### config.mk
export PLATFORM = sky130hd
export DESIGN_NAME = fetch_queue
export DESIGN_NICKNAME = d
export VERILOG_FILES = /design/src/rtl/fetch_queue_pkg.sv /design/src/rtl/fetch_queue_sync_fifo.sv /design/src/rtl/fetch_queue.sv
export SDC_FILE = /design/constraint.sdc
export NUM_CORES = 1
export LEC_CHECK = 0
export ABC_AREA = 1
export CORE_ASPECT_RATIO = 1.25
export CORE_MARGIN = 2
export CORE_UTILIZATION = 61
export DETAILED_ROUTE_END_ITERATION = 8
export GPL_ROUTABILITY_DRIVEN = 0
export PLACE_DENSITY = 0.85
export SYNTH_ARGS = -nofsm -noshare
export SYNTH_HDL_FRONTEND = slang
export SYNTH_HIERARCHICAL = 1
export SYNTH_SLANG_ARGS = --single-unit
export TNS_END_PERCENT = 20
### constraint.sdc
create_clock -name clk -period 8.15 [get_ports clk]
set_input_delay 1.63 -clock clk [delete_from_list [all_inputs] [get_ports clk]]
set_output_delay 1.63 -clock clk [all_outputs]
set_load 0.005 [all_outputs]
### src/rtl/fetch_queue_pkg.sv
// rtl/fetch_queue_pkg.sv - shared constants and sizing helpers for the fetch queue
package fetch_queue_pkg;

    // Default data/address width of the fetch path.
    localparam int XLEN = 32;

    // Value shown on the instruction output while the queue is empty.
    localparam logic [31:0] NOP_INSTR = 32'h0000_0000;

    // Sequential fetch stride in bytes.
    localparam int PC_INC = 4;

    // Width of a counter that must hold 0..d inclusive.
    function automatic int cnt_w(input int d);
        return $clog2(d) + 1;
    endfunction

    // Width of a pointer into a d-entry array; never zero wide.
    function automatic int ptr_w(input int d);
        return (d > 1) ? $clog2(d) : 1;
    endfunction

endpackage

### src/rtl/fetch_queue_sync_fifo.sv
// rtl/fetch_queue_sync_fifo.sv - synchronous first-word-fallthrough FIFO
//
// Ports:
//   clk        rising-edge clock
//   rst        asynchronous active-low reset
//   push       write push_data at the tail (ignored when full without pop)
//   push_data  tail write data
//   pop        drop the head entry (ignored when empty)
//   clear      empty the FIFO; dominates push and pop
//   head       current head entry, valid whenever count != 0
//   count      occupied entries, 0..DEPTH
module sync_fifo
    import fetch_queue_pkg::*;
#(
    parameter int WIDTH = XLEN,
    parameter int DEPTH = 4
) (
    input  logic                      clk,
    input  logic                      rst,
    input  logic                      push,
    input  logic [WIDTH-1:0]          push_data,
    input  logic                      pop,
    input  logic                      clear,
    output logic [WIDTH-1:0]          head,
    output logic [cnt_w(DEPTH)-1:0]   count
);

    localparam int PW = ptr_w(DEPTH);
    localparam int CW = cnt_w(DEPTH);

    logic [WIDTH-1:0] mem [DEPTH];
    logic [PW-1:0]    rd_ptr;
    logic [PW-1:0]    wr_ptr;
    logic [CW-1:0]    cnt;
    logic             do_push;
    logic             do_pop;

    // DEPTH need not be a power of two (the tag FIFO is MAXOUT deep),
    // so wrap explicitly instead of relying on pointer overflow.
    function automatic logic [PW-1:0] ptr_inc(input logic [PW-1:0] p);
        return (p == PW'(DEPTH - 1)) ? '0 : p + 1'b1;
    endfunction

    always_comb begin
        do_pop  = pop && (cnt != '0);
        do_push = push && ((cnt != CW'(DEPTH)) || do_pop);
    end

    always_ff @(posedge clk or negedge rst) begin
        if (!rst) begin
            rd_ptr <= '0;
            wr_ptr <= '0;
            cnt    <= '0;
        end else if (clear) begin
            rd_ptr <= '0;
            wr_ptr <= '0;
            cnt    <= '0;
        end else begin
            if (do_push) begin
                wr_ptr <= ptr_inc(wr_ptr);
            end
            if (do_pop) begin
                rd_ptr <= ptr_inc(rd_ptr);
            end
            case ({do_push, do_pop})
                2'b10:   cnt <= cnt + 1'b1;
                2'b01:   cnt <= cnt - 1'b1;
                default: cnt <= cnt;
            endcase
        end
    end

    // Storage carries no reset; occupancy alone decides what is valid.
    always_ff @(posedge clk) begin
        if (do_push && !clear) begin
            mem[wr_ptr] <= push_data;
        end
    end

    assign head  = mem[rd_ptr];
    assign count = cnt;

endmodule

### src/rtl/fetch_queue.sv
// rtl/fetch_queue.sv - in-order instruction fetch with outstanding requests, instruction queue and redirect flush
//
// Ports:
//   clk          rising-edge clock
//   rst          asynchronous active-low reset
//   redirect     restart fetch at redirect_pc (flushes queued and in-flight work)
//   redirect_pc  new fetch address, low two bits ignored
//   imem_req     fetch request valid
//   imem_addr    word-aligned fetch address
//   imem_gnt     request accepted this cycle
//   imem_rvalid  in-order response valid
//   imem_rdata   response instruction word
//   instr_valid  queue head valid
//   instr        queue head instruction (NOP when empty)
//   pcplus4      queue head PC+4 (0 when empty)
//   instr_ready  decode accepts the head
//   count        occupied queue entries
module fetch_queue
    import fetch_queue_pkg::*;
#(
    parameter int               WIDTH    = XLEN,
    parameter int               DEPTH    = 4,
    parameter int               MAXOUT   = 2,
    parameter logic [WIDTH-1:0] RESET_PC = '0
) (
    input  logic                     clk,
    input  logic                     rst,
    input  logic                     redirect,
    input  logic [WIDTH-1:0]         redirect_pc,
    output logic                     imem_req,
    output logic [WIDTH-1:0]         imem_addr,
    input  logic                     imem_gnt,
    input  logic                     imem_rvalid,
    input  logic [WIDTH-1:0]         imem_rdata,
    output logic                     instr_valid,
    output logic [WIDTH-1:0]         instr,
    output logic [WIDTH-1:0]         pcplus4,
    input  logic                     instr_ready,
    output logic [cnt_w(DEPTH)-1:0]  count
);

    localparam int CW = cnt_w(DEPTH);
    localparam int OW = cnt_w(MAXOUT);
    localparam int SW = CW + 1;

    logic [WIDTH-1:0]   pc_f;
    logic [OW-1:0]      outstanding;
    logic [OW-1:0]      discard;
    logic [CW-1:0]      q_count;
    logic [2*WIDTH-1:0] q_head;
    logic [WIDTH-1:0]   tag_head;
    logic [SW-1:0]      in_use;
    logic               issue;
    logic               rsp;
    logic               keep;
    logic               q_pop;

    // Queue slots already spoken for: filled entries plus every response
    // still owed. Issuing only while this is below DEPTH means a response
    // always has room, so the memory never sees back-pressure.
    assign in_use = {1'b0, q_count} + SW'(outstanding);

    always_comb begin
        imem_req = rst && !redirect
                   && (outstanding < OW'(MAXOUT))
                   && (in_use < SW'(DEPTH));
        issue    = imem_req && imem_gnt;
        // A response with nothing outstanding is a protocol error; ignore it.
        rsp      = imem_rvalid && (outstanding != '0);
        // Stale responses (discard > 0) and responses landing on a redirect
        // edge are consumed from the tag FIFO but never enter the queue.
        keep     = rsp && (discard == '0) && !redirect;
        q_pop    = instr_valid && instr_ready && !redirect;
    end

    // Instruction queue: {instruction, pc+4} per entry.
    sync_fifo #(
        .WIDTH (2 * WIDTH),
        .DEPTH (DEPTH)
    ) u_instr_q (
        .clk       (clk),
        .rst       (rst),
        .push      (keep),
        .push_data ({imem_rdata, tag_head + WIDTH'(PC_INC)}),
        .pop       (q_pop),
        .clear     (redirect),
        .head      (q_head),
        .count     (q_count)
    );

    // Tag FIFO: address of every in-flight request, in issue order. It is
    // never flushed on redirect because stale responses still return and
    // must retire their tags; its occupancy is the outstanding count.
    sync_fifo #(
        .WIDTH (WIDTH),
        .DEPTH (MAXOUT)
    ) u_tag_q (
        .clk       (clk),
        .rst       (rst),
        .push      (issue),
        .push_data (pc_f),
        .pop       (rsp),
        .clear     (1'b0),
        .head      (tag_head),
        .count     (outstanding)
    );

    always_ff @(posedge clk or negedge rst) begin
        if (!rst) begin
            pc_f    <= RESET_PC;
            discard <= '0;
        end else begin
            if (redirect) begin
                pc_f <= {redirect_pc[WIDTH-1:2], 2'b00};
            end else if (issue) begin
                pc_f <= pc_f + WIDTH'(PC_INC);
            end

            // Everything still in flight after this edge belongs to the
            // old path; the in-order return means it is the next N words.
            if (redirect) begin
                discard <= outstanding - OW'(rsp);
            end else if (rsp && (discard != '0)) begin
                discard <= discard - 1'b1;
            end
        end
    end

    assign imem_addr   = pc_f;
    assign instr_valid = (q_count != '0);
    assign instr       = instr_valid ? q_head[2*WIDTH-1:WIDTH] : WIDTH'(NOP_INSTR);
    assign pcplus4     = instr_valid ? q_head[WIDTH-1:0] : '0;
    assign count       = q_count;

endmodule

== After elaboration in Yosys (flattened, before gate mapping) ==
Memory sizes are Yosys's and may differ from the RTL's.
Cells that the tools add are included.

* Bits in registers: 45
* Bits in writable memories: 320
* Input bits: 70
* Output and inout port bits: 101
* Word-level logic and storage cells: 82
* Memories kept: 2

* Add/sub/neg operators: 13
* Order comparisons: 2
* Equality and inequality tests: 8
* Mux-type cells: 21
* Reductions and logical operators: 28

{| class="wikitable"
|+ Memory list
! name !! depth !! width !! read ports !! clocked after Yosys merged registers in !! write ports !! line !! RTL
|-
| u_instr_q.mem || 4 || 64 || 1 || 0 || 1 || fetch_queue_sync_fifo.sv:31 || <nowiki>logic [WIDTH-1:0] mem [DEPTH];</nowiki>
|-
| u_tag_q.mem || 2 || 32 || 1 || 0 || 1 || fetch_queue_sync_fifo.sv:31 ||
|}

{| class="wikitable"
|+ Operators by type and width
! kind !! count
|-
| $mux 32 || 4
|-
| $add 32x3->32 const B || 2
|-
| $mux 2 || 8
|-
| $logic_and 1x1->1 || 15
|-
| $reduce_bool 2->1 || 7
|-
| $eq 2x2->1 const B || 4
|-
| $add 2x1->2 const B || 3
|-
| $mux 1 || 6
|-
| $pmux 3 s2 || 1
|-
| $reduce_bool 3->1 || 2
|-
| $add 3x2->4 || 1
|-
| $eq 2x1->1 const B || 2
|-
| $lt 4x3->1 const B || 1
|-
| $pmux 2 s2 || 1
|-
| $sub 2x1->2 const B || 2
|-
| $add 3x1->3 const B || 1
|-
| $mux 3 || 1
|-
| $ne 3x3->1 const B || 1
|-
| $sub 3x1->3 const B || 1
|-
| $add 1x1->1 const B || 2
|-
| $logic_not 2->1 || 1
|-
| $logic_or 1x1->1 || 2
|-
| $lt 2x2->1 const B || 1
|-
| $ne 2x2->1 const B || 1
|-
| other kinds (2) || 2
|}

== Depth between registers and ports, before layout ==
Gate-level depths: netlist (run 1).

* Depth after elaboration: 9
* Gate-level depth with buffers: 15
* Mapped depth without buffers: 14

== By module ==
Netlist (run 1), hierarchy kept.

{| class="wikitable"
|+ Modules (own cells, without submodules)
! module !! times used !! cells an instance !! area an instance (um^2) !! sequential area each (um^2)
|-
| sync_fifo at u_instr_q || 1 || 683 || 9964.6 || 7862.5
|-
| fetch_queue || 1 || 701 || 3787.4 || 800.8
|-
| sync_fifo at u_tag_q || 1 || 204 || 2577.5 || 2021.9
|}

== Least setup slack after synthesis (run 1) ==
OpenSTA, ideal clock, no wires.

* Kind: input port to flip-flop
* Start point: input redirect
* End point: memory u_instr_q/mem[0][0] (netlist name) (enable)
* Arrival: 5.569 ns
* Data required time: 7.663 ns
* Path slack: 2.095 ns
* Stages on the path: 9
* Buffers on the path: 3
* Cells stage by stage: inv_1 -> buf_2 -> buf_1 -> nand2_1 -> nor2_1 -> o21ai_1 -> or2_1 -> buf_4 -> nor2_1

* Longest elaborated chain between the ends: 8
* Elaborated cells on any way between the ends: 9
* Those cells by class: mux: 2; reduce/logical: 7

{| class="wikitable"
|+ RTL lines
! element !! line !! RTL
|-
| start, declared || fetch_queue.sv:28 || <nowiki>input logic redirect,</nowiki>
|-
| $logic_not 1->1 || fetch_queue.sv:73 || <nowiki>q_pop = instr_valid && instr_ready && !redirect;</nowiki>
|-
| $logic_and 1x1->1 || fetch_queue.sv:73 ||
|-
| net q_pop || fetch_queue.sv:56 || <nowiki>logic q_pop;</nowiki>
|-
| $logic_and 1x1->1 || fetch_queue_sync_fifo.sv:45 || <nowiki>do_pop = pop && (cnt != '0);</nowiki>
|-
| $logic_or 1x1->1 || fetch_queue_sync_fifo.sv:46 || <nowiki>do_push = push && ((cnt != CW'(DEPTH)) || do_pop);</nowiki>
|-
| $logic_and 1x1->1 || fetch_queue_sync_fifo.sv:46 ||
|-
| $logic_and 1x1->1 || fetch_queue_sync_fifo.sv:75 || <nowiki>if (do_push && !clear) begin</nowiki>
|-
| $mux 1 || fetch_queue_sync_fifo.sv:75 ||
|-
| $mux 1 (implied by the code) || fetch_queue_sync_fifo.sv:76 || <nowiki>mem[wr_ptr] <= push_data;</nowiki>
|-
| end, declared || fetch_queue_sync_fifo.sv:31 ||
|}

The timed path passes the listed nets, and every way through them passes these cells.

== Worst setup path in the final report (run 1) ==
* Start point: register u_instr_q.rd_ptr[0]
* End point: output instr[31]

* Longest elaborated chain between the ends: 2

{| class="wikitable"
|+ RTL lines
! element !! line !! RTL
|-
| start, declared || fetch_queue_sync_fifo.sv:32 || <nowiki>logic [PW-1:0] rd_ptr;</nowiki>
|-
| start signal, assigned || fetch_queue_sync_fifo.sv:63 || <nowiki>rd_ptr <= ptr_inc(rd_ptr);</nowiki>
|-
| $mem_v2 4x64 || n/a ||
|-
| net q_head[63] || fetch_queue.sv:50 || <nowiki>logic [2*WIDTH-1:0] q_head;</nowiki>
|-
| $mux 32 || fetch_queue.sv:131 || <nowiki>assign instr = instr_valid ? q_head[2*WIDTH-1:WIDTH] : WIDTH'(NOP_INSTR);</nowiki>
|-
| end, declared || fetch_queue.sv:36 || <nowiki>output logic [WIDTH-1:0] instr,</nowiki>
|}

The timed path passes the listed nets, and every way through them passes these cells.

==> results of run 1 <==
cell families after synthesis:
family	Yosys count	share of synthesized area [%]
adder cells (fa/ha/maj)	10	0.812
XOR/XNOR	33	1.77
flip-flops	363	65.4
buffers and inverters	216	5.98
other	1	0.0230
AO/OA/AOI/OAI	228	7.61
AND/OR/NAND/NOR	737	18.4
flip-flops by register name, indices dropped and copies added, names as in the netlist:
| signal | cells |
|---|---|
| u_tag_q/rd_ptr | 1 |
| u_instr_q/wr_ptr | 2 |
| discard | 2 |
| imem_addr | 30 |
| u_instr_q/rd_ptr | 2 |
| u_instr_q/mem | 256 |
| u_instr_q/count | 3 |
| u_tag_q/count | 2 |
| u_tag_q/wr_ptr | 1 |
| u_tag_q/mem | 64 |
cells in the mapped netlist (11+ instances only):
| master | n |
|---|---|
| buf_2 | 19 |
| buf_4 | 13 |
| buf_6 | 12 |
| clkbuf_1 | 24 |
| dfrtp_1 | 43 |
| edfxtp_1 | 320 |
| inv_1 | 138 |
| nand2_1 | 317 |
| nand3_1 | 64 |
| nand4_1 | 13 |
| nor2_1 | 303 |
| nor3_1 | 11 |
| o21ai_0 | 102 |
| o21ai_1 | 50 |
| o22ai_1 | 65 |
| xor2_1 | 24 |
worst min path at each step:
stage,from,end,cells past startpoint
after detailed placement,u_tag_q/wr_ptr,u_tag_q/wr_ptr,2
final,u_tag_q/wr_ptr,u_tag_q/wr_ptr,2
after global routing,discard[1],discard[1],2
after global placement,u_tag_q/wr_ptr,u_tag_q/wr_ptr,2
after CTS,u_tag_q/wr_ptr,u_tag_q/wr_ptr,2
after floorplan,u_tag_q/wr_ptr,u_tag_q/wr_ptr,2
metrics by stage:
step                      power, mW  setup slack [ns]  area (um^2)
after floorplan                2.74              2.09        16400
after global placement         3.24              2.70        18200
after detailed placement       3.28              2.60        18200
after CTS                      4.73              2.83        19200
after global routing           4.92              2.61        19200
final                          4.72              2.81        19200
where the power goes:
part           total (mW)  switching, mW  internal, mW
combinational        1.04          0.552         0.491
sequential           2.20         0.0975          2.11
clock                1.47          0.624         0.846
total                4.72           1.27          3.44
worst reg2reg max path: stages, from the launching register on:
cell and delay [ns]:
dfrtp_1 0.50, nor3_2 0.08, buf_4 0.35, nor2_1 0.32, o21ai_1 0.15, or2_1 0.40, nor2_4 0.87, buf_4 0.61
routing by layer:
layer  vias up  wire, um  track usage, %
met5         -         0               0
met4         0      1400            12.3
met3       109      2390            3.22
met2       564     18700            45.6
met1      5597     13300            30.8
li1       5630         -               -
area by class of cell:
type	instances	area [um^2]
tap	340	425
sequential	363	10700
clock inverter	11	131
fill	1672	6990
inverter	145	547
timing repair buffer	181	1770
multi-input combinational	1017	4740
clock buffer	44	886
==> run summary, run 1 <==
status: finished, final reports clean
CP Cell Sequence: inv_4 > buf_4 > o21ai_0 > o22ai_1 > inv_1 > nor2_1 > clkdlybuf4s50_1
ys async rst share: 11.8%
WP data required: 6.52 ns
maximum clock insertion buffer count: 3
RR Startpoint: u_instr_q/count[2]
die footprint: 0.0281 mm^2
final worst-path cycle share: 65.5%
unrepaired setup endpoints after global routing: false
Unique masters post-synth: 39
post-CTS setup buffers: 0
TritonCTS Buffers: 31
worst hold-check path type: reg2reg
Syn Std Cell Area: 0.0163 mm^2
#FFs+latches synth: 363
Max Transition Viols Final: 0
clock skew: 0.0133 ns
drt drc: 0
initial antenna violation count: 0
clk slew on worst S/H paths: 0.07 ns
FF-to-FF path depth: 7
Antenna diodes: 0
fmax: 187 MHz
Core ar.: 0.0262 mm^2
flop-to-flop setup slack: 4.48 ns
share of cells above drive strength 1: 5.79%
critical path's slowest cell: buf_4
Main synth FF type: edfxtp_1
CTS root buffer: clkbuf_16
antenna-violating nets left: 0
Avg WL per Cell: 17.1 um
maximum fanout along the worst path: 92
worst path arrival time: 3.71 ns
pwr dens: 246 mW/mm^2
most frequent cells in the layout: edfxtp_1, nand2_1, nor2_1
# rows: 66
hold slack: 0.536 ns
IR Drop Worst-Case VDD: 0.165 mV
placed cell count: 2046
CP startpoint kind: flop
commonest non-fill, non-tap cell in the layout: edfxtp_1
Die Y: 187 um
Top Ports: 171
vias per cell: 5.66
CTS sink count: 363
CP Buf/Inv Count: 4
stages on the worst setup path: 7
Initial DRT Pass Iterations: 5
Vias: 11900
maximum number of pins on one net before global-route repair: 93
vias in the first global route: 11872
CTS tree: built
Slew @ Worst Pin: 1.09 ns
max cap viols: 0
Synth top area share: 58.8%
Crit Path Category: reg2out
area leader, netlist: edfxtp_1
EDFF count, synth: 320
Non-Filler Instances: 2101
H-tree depth: 1
# hold bufs at CTS: 0
initial core utilization: 62.4%
CP Capture Type: output pin
Synth Warn #: 6
post-synthesis sequential area ratio: 65.4%
Final HPWL DP: 22000 um
# setup viols final: 0
CP top delay family: buffers and inverters
Mean Syn Cell Area: 10.3 um^2
Final Core Density: 73.3%
gr ovfl total: 0
static leakage: 7.31 nW
Area Overhead vs Synth: 17.5%
Max-slew headroom: 27.1%
final hold violations: 0
Worst Setup EP: instr[31]
overall routed net length: 35800 um
Crit Reg-Reg Endpoint: u_instr_q/mem[2][41]
# port buffers: 166
clock latency on the worst-skew pair: 0.56 ns
Setup crit start: u_instr_q/rd_ptr[0]
top cells by area, synth: edfxtp_1, nand2_1, nor2_1, dfrtp_1, inv_1
TNS Setup: 0 ns
post-CTS sizing: 0
post-route minimum period: 5.34 ns
first-pass GRT wire length: 57100 um
Die X: 150 um
Max stage delay on crit path: 0.83 ns
Syn Inst Count: 1588
Tot GR Track Use: 25.7%
DRT iter0 DRCs: 900
Final nets: 1819
No activity file was read; power rests on OpenSTA's default activity.
==> inputs of run 2 (changes only) <==
--- a/config.mk
+++ b/config.mk
@@ -8,10 +8,10 @@
 export ABC_AREA = 1
 export CORE_ASPECT_RATIO = 1.25
 export CORE_MARGIN = 2
-export CORE_UTILIZATION = 61
+export CORE_UTILIZATION = 52
 export DETAILED_ROUTE_END_ITERATION = 8
 export GPL_ROUTABILITY_DRIVEN = 0
-export PLACE_DENSITY = 0.85
+export PLACE_DENSITY = 0.77
 export SYNTH_ARGS = -nofsm -noshare
 export SYNTH_HDL_FRONTEND = slang
 export SYNTH_HIERARCHICAL = 1
==> constraint.sdc (replaced) <==
create_clock -name clk -period 4.3 [get_ports clk]
set_input_delay 0.86 -clock clk [delete_from_list [all_inputs] [get_ports clk]]
set_output_delay 0.86 -clock clk [all_outputs]
set_load 0.005 [all_outputs]
==> run 2 against run 1 <==
- final cell count rose by 3.7%
- count of clock-buffer cells in the layout increased by 2
- combinational power increased by 91%
- critical path depth did not move
- routed wire length decreased by 0.37%
- die area grew 17%
- total power up 93%
- critical endpoint unchanged
- highest routed layer unchanged
==> run summary, run 2 (same netlist as run 1, synthesis figures left out) <==
clock latency on the worst-skew pair: 0.52 ns (-0.04 ns)
die footprint: 0.0328 mm^2 (+17%)
WP data required: 3.44 ns (-3.08 ns)
Avg WL per Cell: 16.4 um (-3.9%)
post-place instance area: 0.0184 mm^2 (+1.0%)
# port buffers: 166 (unchanged)
gr ovfl total: 0 (unchanged)
Die Y: 202 um (+8.1%)
worst hold-check path type: reg2reg
# rows: 72 (+9.1%)
final worst-path cycle share: 91.3%
first-pass GRT wire length: 56500 um (-1.1%)
overall routed net length: 35700 um (-0.37%)
DRT iter0 DRCs: 884 (-1.8%)
Final HPWL DP: 21900 um (-0.16%)
vias per cell: 5.42 (-4.4%)
share of cells above drive strength 1: 6.21% (+0.42 points)
worst hold path depth: 2 (unchanged)
FF-to-FF path depth: 13 (+6)
CTS root buffer: clkbuf_16
Slew @ Worst Pin: 0.907 ns (-0.187 ns)
# hold bufs at CTS: 0 (unchanged)
Hold EP: u_tag_q/wr_ptr
CTS tree: built
Core ar.: 0.0309 mm^2 (+18%)
TritonCTS Buffers: 36 (+16%)
maximum clock insertion buffer count: 3 (unchanged)
maximum fanout along the worst path: 68 (-26%)
Initial DRT Pass Iterations: 6 (+1)
clk slew on worst S/H paths: 0.06 ns (about the same)
CTS sink count: 363 (unchanged)
met3 routed WL: 1840 um (-23%)
pwr dens: 469 mW/mm^2 (+91%)
CP Buf/Inv Count: 4 (unchanged)
maximum number of pins on one net before global-route repair: 71 (-24%)
clock skew: 0.0272 ns (+0.0139 ns)
Max Used Layer: met4
post-route minimum period: 3.93 ns
worst slack at placement: 0.855 ns (-1.75 ns)
worst path arrival time: 3.07 ns (-0.64 ns)
initial core utilization: 52.8% (-9.5 points)
Tot GR Track Use: 21.6% (-4.1 points)
fillers: 2370 (+42%)
Final Worst Setup Slack: 0.372 ns (-2.44 ns)
commonest non-fill, non-tap cell in the layout: edfxtp_1
antenna-violating nets left: 0 (unchanged)
Largest Register: u_instr_q/mem
initial antenna violation count: 0 (unchanged)
static leakage: 7.39 nW (+1.1%)
CP top delay family: buffers and inverters
CP Capture Type: output pin
overall power: 9.12 mW (+93%)
Area Overhead vs Synth: 19.2%
CP Cell Sequence: inv_4 > buf_4 > o21ai_0 > o22ai_1 > inv_1 > nor2_1 > clkdlybuf4s50_1
Vias: 11804 (-0.81%)
Non-Filler Instances: 2179 (+3.7%)
Top Ports: 171 (unchanged)
Max-slew headroom: 39.5% (+12 points)
HP Start: u_tag_q/wr_ptr
final instance area: 0.0195 mm^2 (+1.4%)
unrepaired setup endpoints after global routing: false
vias in the first global route: 11656 (-1.8%)
final hold violations: 0 (unchanged)
TNS Setup: 0 ns (unchanged)
H-tree depth: 2 (+1)
Max Transition Viols Final: 0 (unchanged)
Final Core Density: 63.0% (-10 points)
# setup viols final: 0 (unchanged)
Die X: 163 um (+8.1%)
Crit Reg-Reg Endpoint: u_instr_q/mem[0][24]
hold slack: 0.534 ns (-0.00230 ns)
drt drc: 0 (unchanged)
flop-to-flop setup slack: 1.61 ns (-2.87 ns)
status: finished, final reports clean
Crit Path Category: reg2out
max cap viols: 0 (unchanged)
post-CTS sizing: 0 (unchanged)
most frequent cells in the layout: edfxtp_1, nand2_1, nor2_1
met2 wire length: 18500 um (-1.3%)
placed cell count: 2117 (+3.5%)
CP startpoint kind: flop
Final nets: 1828 (+0.49%)
IR Drop Worst-Case VDD: 0.266 mV (+61%)
Max stage delay on crit path: 0.75 ns (-0.08 ns)
post-CTS setup buffers: 0 (unchanged)
max reg flops: 256 (unchanged)
Met1 Wirelength: 14300 um (+7.4%)
critical path's slowest cell: dfrtp_4
fmax: 255 MHz
RR Startpoint: u_tag_q/rd_ptr
Antenna diodes: 0 (unchanged)
[run 2: cell count changes in the layout (fill, tap and decap cells not counted), moves of 2 or more]
| cell | change |
|---|---|
| buf_12 | +6 |
| clkbuf_16 | +4 |
| clkbuf_8 | -3 |
| buf_4 | -2 |
| clkinv_1 | +2 |
| inv_6 | +2 |
| inv_8 | +2 |
[run 2: tightest hold or removal path, stage by stage (launching register included)]
cell,delay [ns]
dfrtp_1,0.35
nand3_1,0.08
o21ai_1,0.07
[run 2: worst max path at each step]
stage	start	endpoint	slack [ns]	depth (start not counted)
finish	u_instr_q/rd_ptr[0]	instr[31]	0.37	7
floorplan	redirect	u_instr_q/mem[0][0]	-0.99	9
global placement	u_instr_q/rd_ptr[0]	instr[31]	0.89	7
global route	u_instr_q/rd_ptr[0]	instr[29]	0.20	7
CTS	u_instr_q/rd_ptr[0]	instr[31]	0.32	7
detailed placement	u_instr_q/rd_ptr[0]	instr[31]	0.85	7
[run 2: power breakdown]
part           leakage [nW]  internal [mW]  total (mW)  switching [mW]
Sequential             3.41           3.99        4.19           0.196
Clock                 0.534           1.69        2.94            1.25
Combinational          3.44          0.955        1.99            1.04
Total                  7.39           6.64        9.12            2.48
[run 2: layout make-up]
cell class	instances	area (um^2)	share of cell area, %
clock buffer	46	948	4.87
timing repair buffer	185	1870	9.63
sequential	363	10700	54.9
tap	407	509	2.62
multi-input combinational	1017	4740	24.4
clock inverter	16	158	0.810
inverter	145	547	2.81
[run 2: routing by layer]
| metal | track usage [%] | up-vias |
|---|---|---|
| met5 | 0 | - |
| met4 | 8.57 | 0 |
| met3 | 3.00 | 83 |
| met2 | 38.7 | 395 |
| met1 | 26.3 | 5664 |
| li1 | - | 5662 |
==> inputs of run 3 (changes only) <==
--- a/config.mk
+++ b/config.mk
@@ -11,6 +11,7 @@
 export CORE_UTILIZATION = 52
 export DETAILED_ROUTE_END_ITERATION = 8
 export GPL_ROUTABILITY_DRIVEN = 0
+export GPL_TIMING_DRIVEN = 0
 export PLACE_DENSITY = 0.77
 export SYNTH_ARGS = -nofsm -noshare
 export SYNTH_HDL_FRONTEND = slang
==> run 3 against run 2 <==
- highest routed layer unchanged
- utilization rose by 1.3 points
- flip-flop and latch count did not move
- count of clock-buffer cells in the layout fell by 1
- die area did not move
- critical path depth rose by 4
==> run summary, run 3 (same netlist as run 1, synthesis figures left out) <==
status: finished, final reports clean
Top Ports: 171 (unchanged)
Die Y: 202 um (unchanged)
vias per cell: 5.38 (-0.64%)
TNS Setup: 0 ns (unchanged)
Worst Setup EP: u_instr_q/mem[0][35]
# port buffers: 166 (unchanged)
fmax: 240 MHz (-5.9%)
antenna-violating nets left: 0 (unchanged)
maximum number of pins on one net before global-route repair: 38 (-46%)
Max Transition Viols Final: 0 (unchanged)
CP Cell Sequence: clkdlybuf4s50_1 > inv_1 > buf_2 > buf_1 > nand2_1 > nor2_1 > o21ai_1 > or2_1 > buf_4 > nor2_4 > buf_12
Final Worst Setup Slack: 0.126 ns (-0.246 ns)
met3 usage: 3.06% (+0.062 points)
Crit Path Category: in2reg
CP Capture Type: flop
Max stage delay on crit path: 0.66 ns (-0.09 ns)
Crit Reg-Reg Endpoint: u_instr_q/count[2]
placed cell count: 2180 (+3.0%)
gr ovfl total: 0 (unchanged)
FF-to-FF path depth: 12 (-1)
hold slack: 0.183 ns (-0.351 ns)
most frequent cells in the layout: edfxtp_1, nand2_1, nor2_1
initial antenna violation count: 0 (unchanged)
static leakage: 7.62 nW (+3.1%)
Core ar.: 0.0309 mm^2 (unchanged)
worst path arrival time: 4.38 ns (+1.31 ns)
worst hold-check path type: in2async
Final nets: 1891 (+3.4%)
commonest non-fill, non-tap cell in the layout: edfxtp_1
CTS sink count: 363 (unchanged)
clk slew on worst S/H paths: 0.07 ns (about the same)
fillers: 2295 (-3.2%)
# rows: 72 (unchanged)
Antenna diodes: 0 (unchanged)
CP startpoint kind: input pin
final worst-path cycle share: 97.1% (+5.7 points)
clock skew: 0.0264 ns (-0.000864 ns)
Die X: 163 um (unchanged)
Max-slew headroom: 39.4% (-0.094 points)
overall power: 9.23 mW (+1.2%)
# hold bufs at CTS: 0 (unchanged)
Area Overhead vs Synth: 21.7%
max cap viols: 0 (unchanged)
TritonCTS Buffers: 36 (unchanged)
vias in the first global route: 12073 (+3.6%)
first-pass GRT wire length: 61600 um (+9.0%)
final hold violations: 0 (unchanged)
met2 Usage GRT: 42.3% (+3.6 points)
Avg WL per Cell: 17.4 um (+6.5%)
Initial DRT Pass Iterations: 5 (-1)
worst slack at placement: -0.298 ns (-1.15 ns)
pwr dens: 464 mW/mm^2 (-0.92%)
maximum fanout along the worst path: 24 (-65%)
CTS root buffer: clkbuf_16
clock latency on the worst-skew pair: 0.52 ns (about the same)
GR Util met1: 29.8% (+3.5 points)
Tot GR Track Use: 23.9% (+2.3 points)
post-CTS sizing: 0 (unchanged)
maximum clock insertion buffer count: 3 (unchanged)
# setup viols final: 0 (unchanged)
RR Startpoint: u_instr_q/count[2]
Slew @ Worst Pin: 0.907 ns (+0.000576 ns)
Setup crit start: redirect
max reg flops: 256 (unchanged)
critical path's slowest cell: clkdlybuf4s50_1
Final HPWL DP: 26900 um (+22%)
Non-Filler Instances: 2244 (+3.0%)
post-CTS setup buffers: 0 (unchanged)
overall routed net length: 39100 um (+9.6%)
initial core utilization: 52.8% (unchanged)
Largest Register: u_instr_q/mem
CTS tree: built
H-tree depth: 2 (unchanged)
drt drc: 0 (unchanged)
WP data required: 4.50 ns (+1.06 ns)
unrepaired setup endpoints after global routing: false
IR Drop Worst-Case VDD: 0.315 mV (+19%)
busiest grt layer: met2
share of cells above drive strength 1: 8.00% (+1.8 points)
Vias: 12078 (+2.3%)
die footprint: 0.0328 mm^2 (unchanged)
post-route minimum period: 4.17 ns (+0.246 ns)
DRT iter0 DRCs: 1124 (+27%)
flop-to-flop setup slack: 1.35 ns (-0.26 ns)
## run 3: report_power, final
| part | leakage (nW) | internal, mW | total (mW) | switching [mW] |
|---|---|---|---|---|
| registers | 3.42 | 3.99 | 4.16 | 0.167 |
| clock network | 0.535 | 1.67 | 2.93 | 1.26 |
| logic | 3.67 | 1.01 | 2.15 | 1.14 |
## run 3: critical path, delay by kind of cell
kind | cells | cell delay, ns
buffers and inverters | 6 | 2.13
and+or+nand+nor | 4 | 1.22
AOI/OAI and AO/OA | 1 | 0.16
## run 3: through the flow
stage               utilization [%]  instance area (um^2)
CTS                            64.3                 19900
global route                   64.3                 19900
floorplan                         -                 16400
global placement               60.0                 18500
detailed placement             60.8                 18800
finish                         64.3                 19900
## run 3: worst min-delay path by stage
| stage | end | slack, ns | cells past startpoint |
|---|---|---|---|
| 6_report | imem_addr[24] | 0.18 | 1 |
| 5_1_grt | imem_addr[25] | 0.18 | 1 |
| 4_1_cts | imem_addr[24] | 0.17 | 1 |
| 3_5_place_dp | u_tag_q/wr_ptr | 0.51 | 2 |
| 3_3_place_gp | u_tag_q/wr_ptr | 0.50 | 2 |
| 2_1_floorplan | u_tag_q/wr_ptr | 0.49 | 2 |
## run 3: area by class of cell
class / count / area, um^2 / area share [%]
Buffer: 71 / 429 / 2.16
Clock buffer: 45 / 966 / 4.86
Clock inverter: 19 / 140 / 0.705
Inverter: 145 / 547 / 2.75
Multi-Input combinational cell: 1017 / 4740 / 23.8
Sequential cell: 363 / 10700 / 53.7
Tap cell: 407 / 509 / 2.56
Timing Repair Buffer: 177 / 1860 / 9.37
## run 3: per-layer routing
layer / up-vias / part of all wire, % / wire length (um)
met1: 5699 / 40 / 15500
met5: - / 0 / 0
met2: 509 / 51 / 19900
li1: 5789 / - / -
met4: 0 / 3.3 / 1280
met3: 81 / 6.1 / 2400
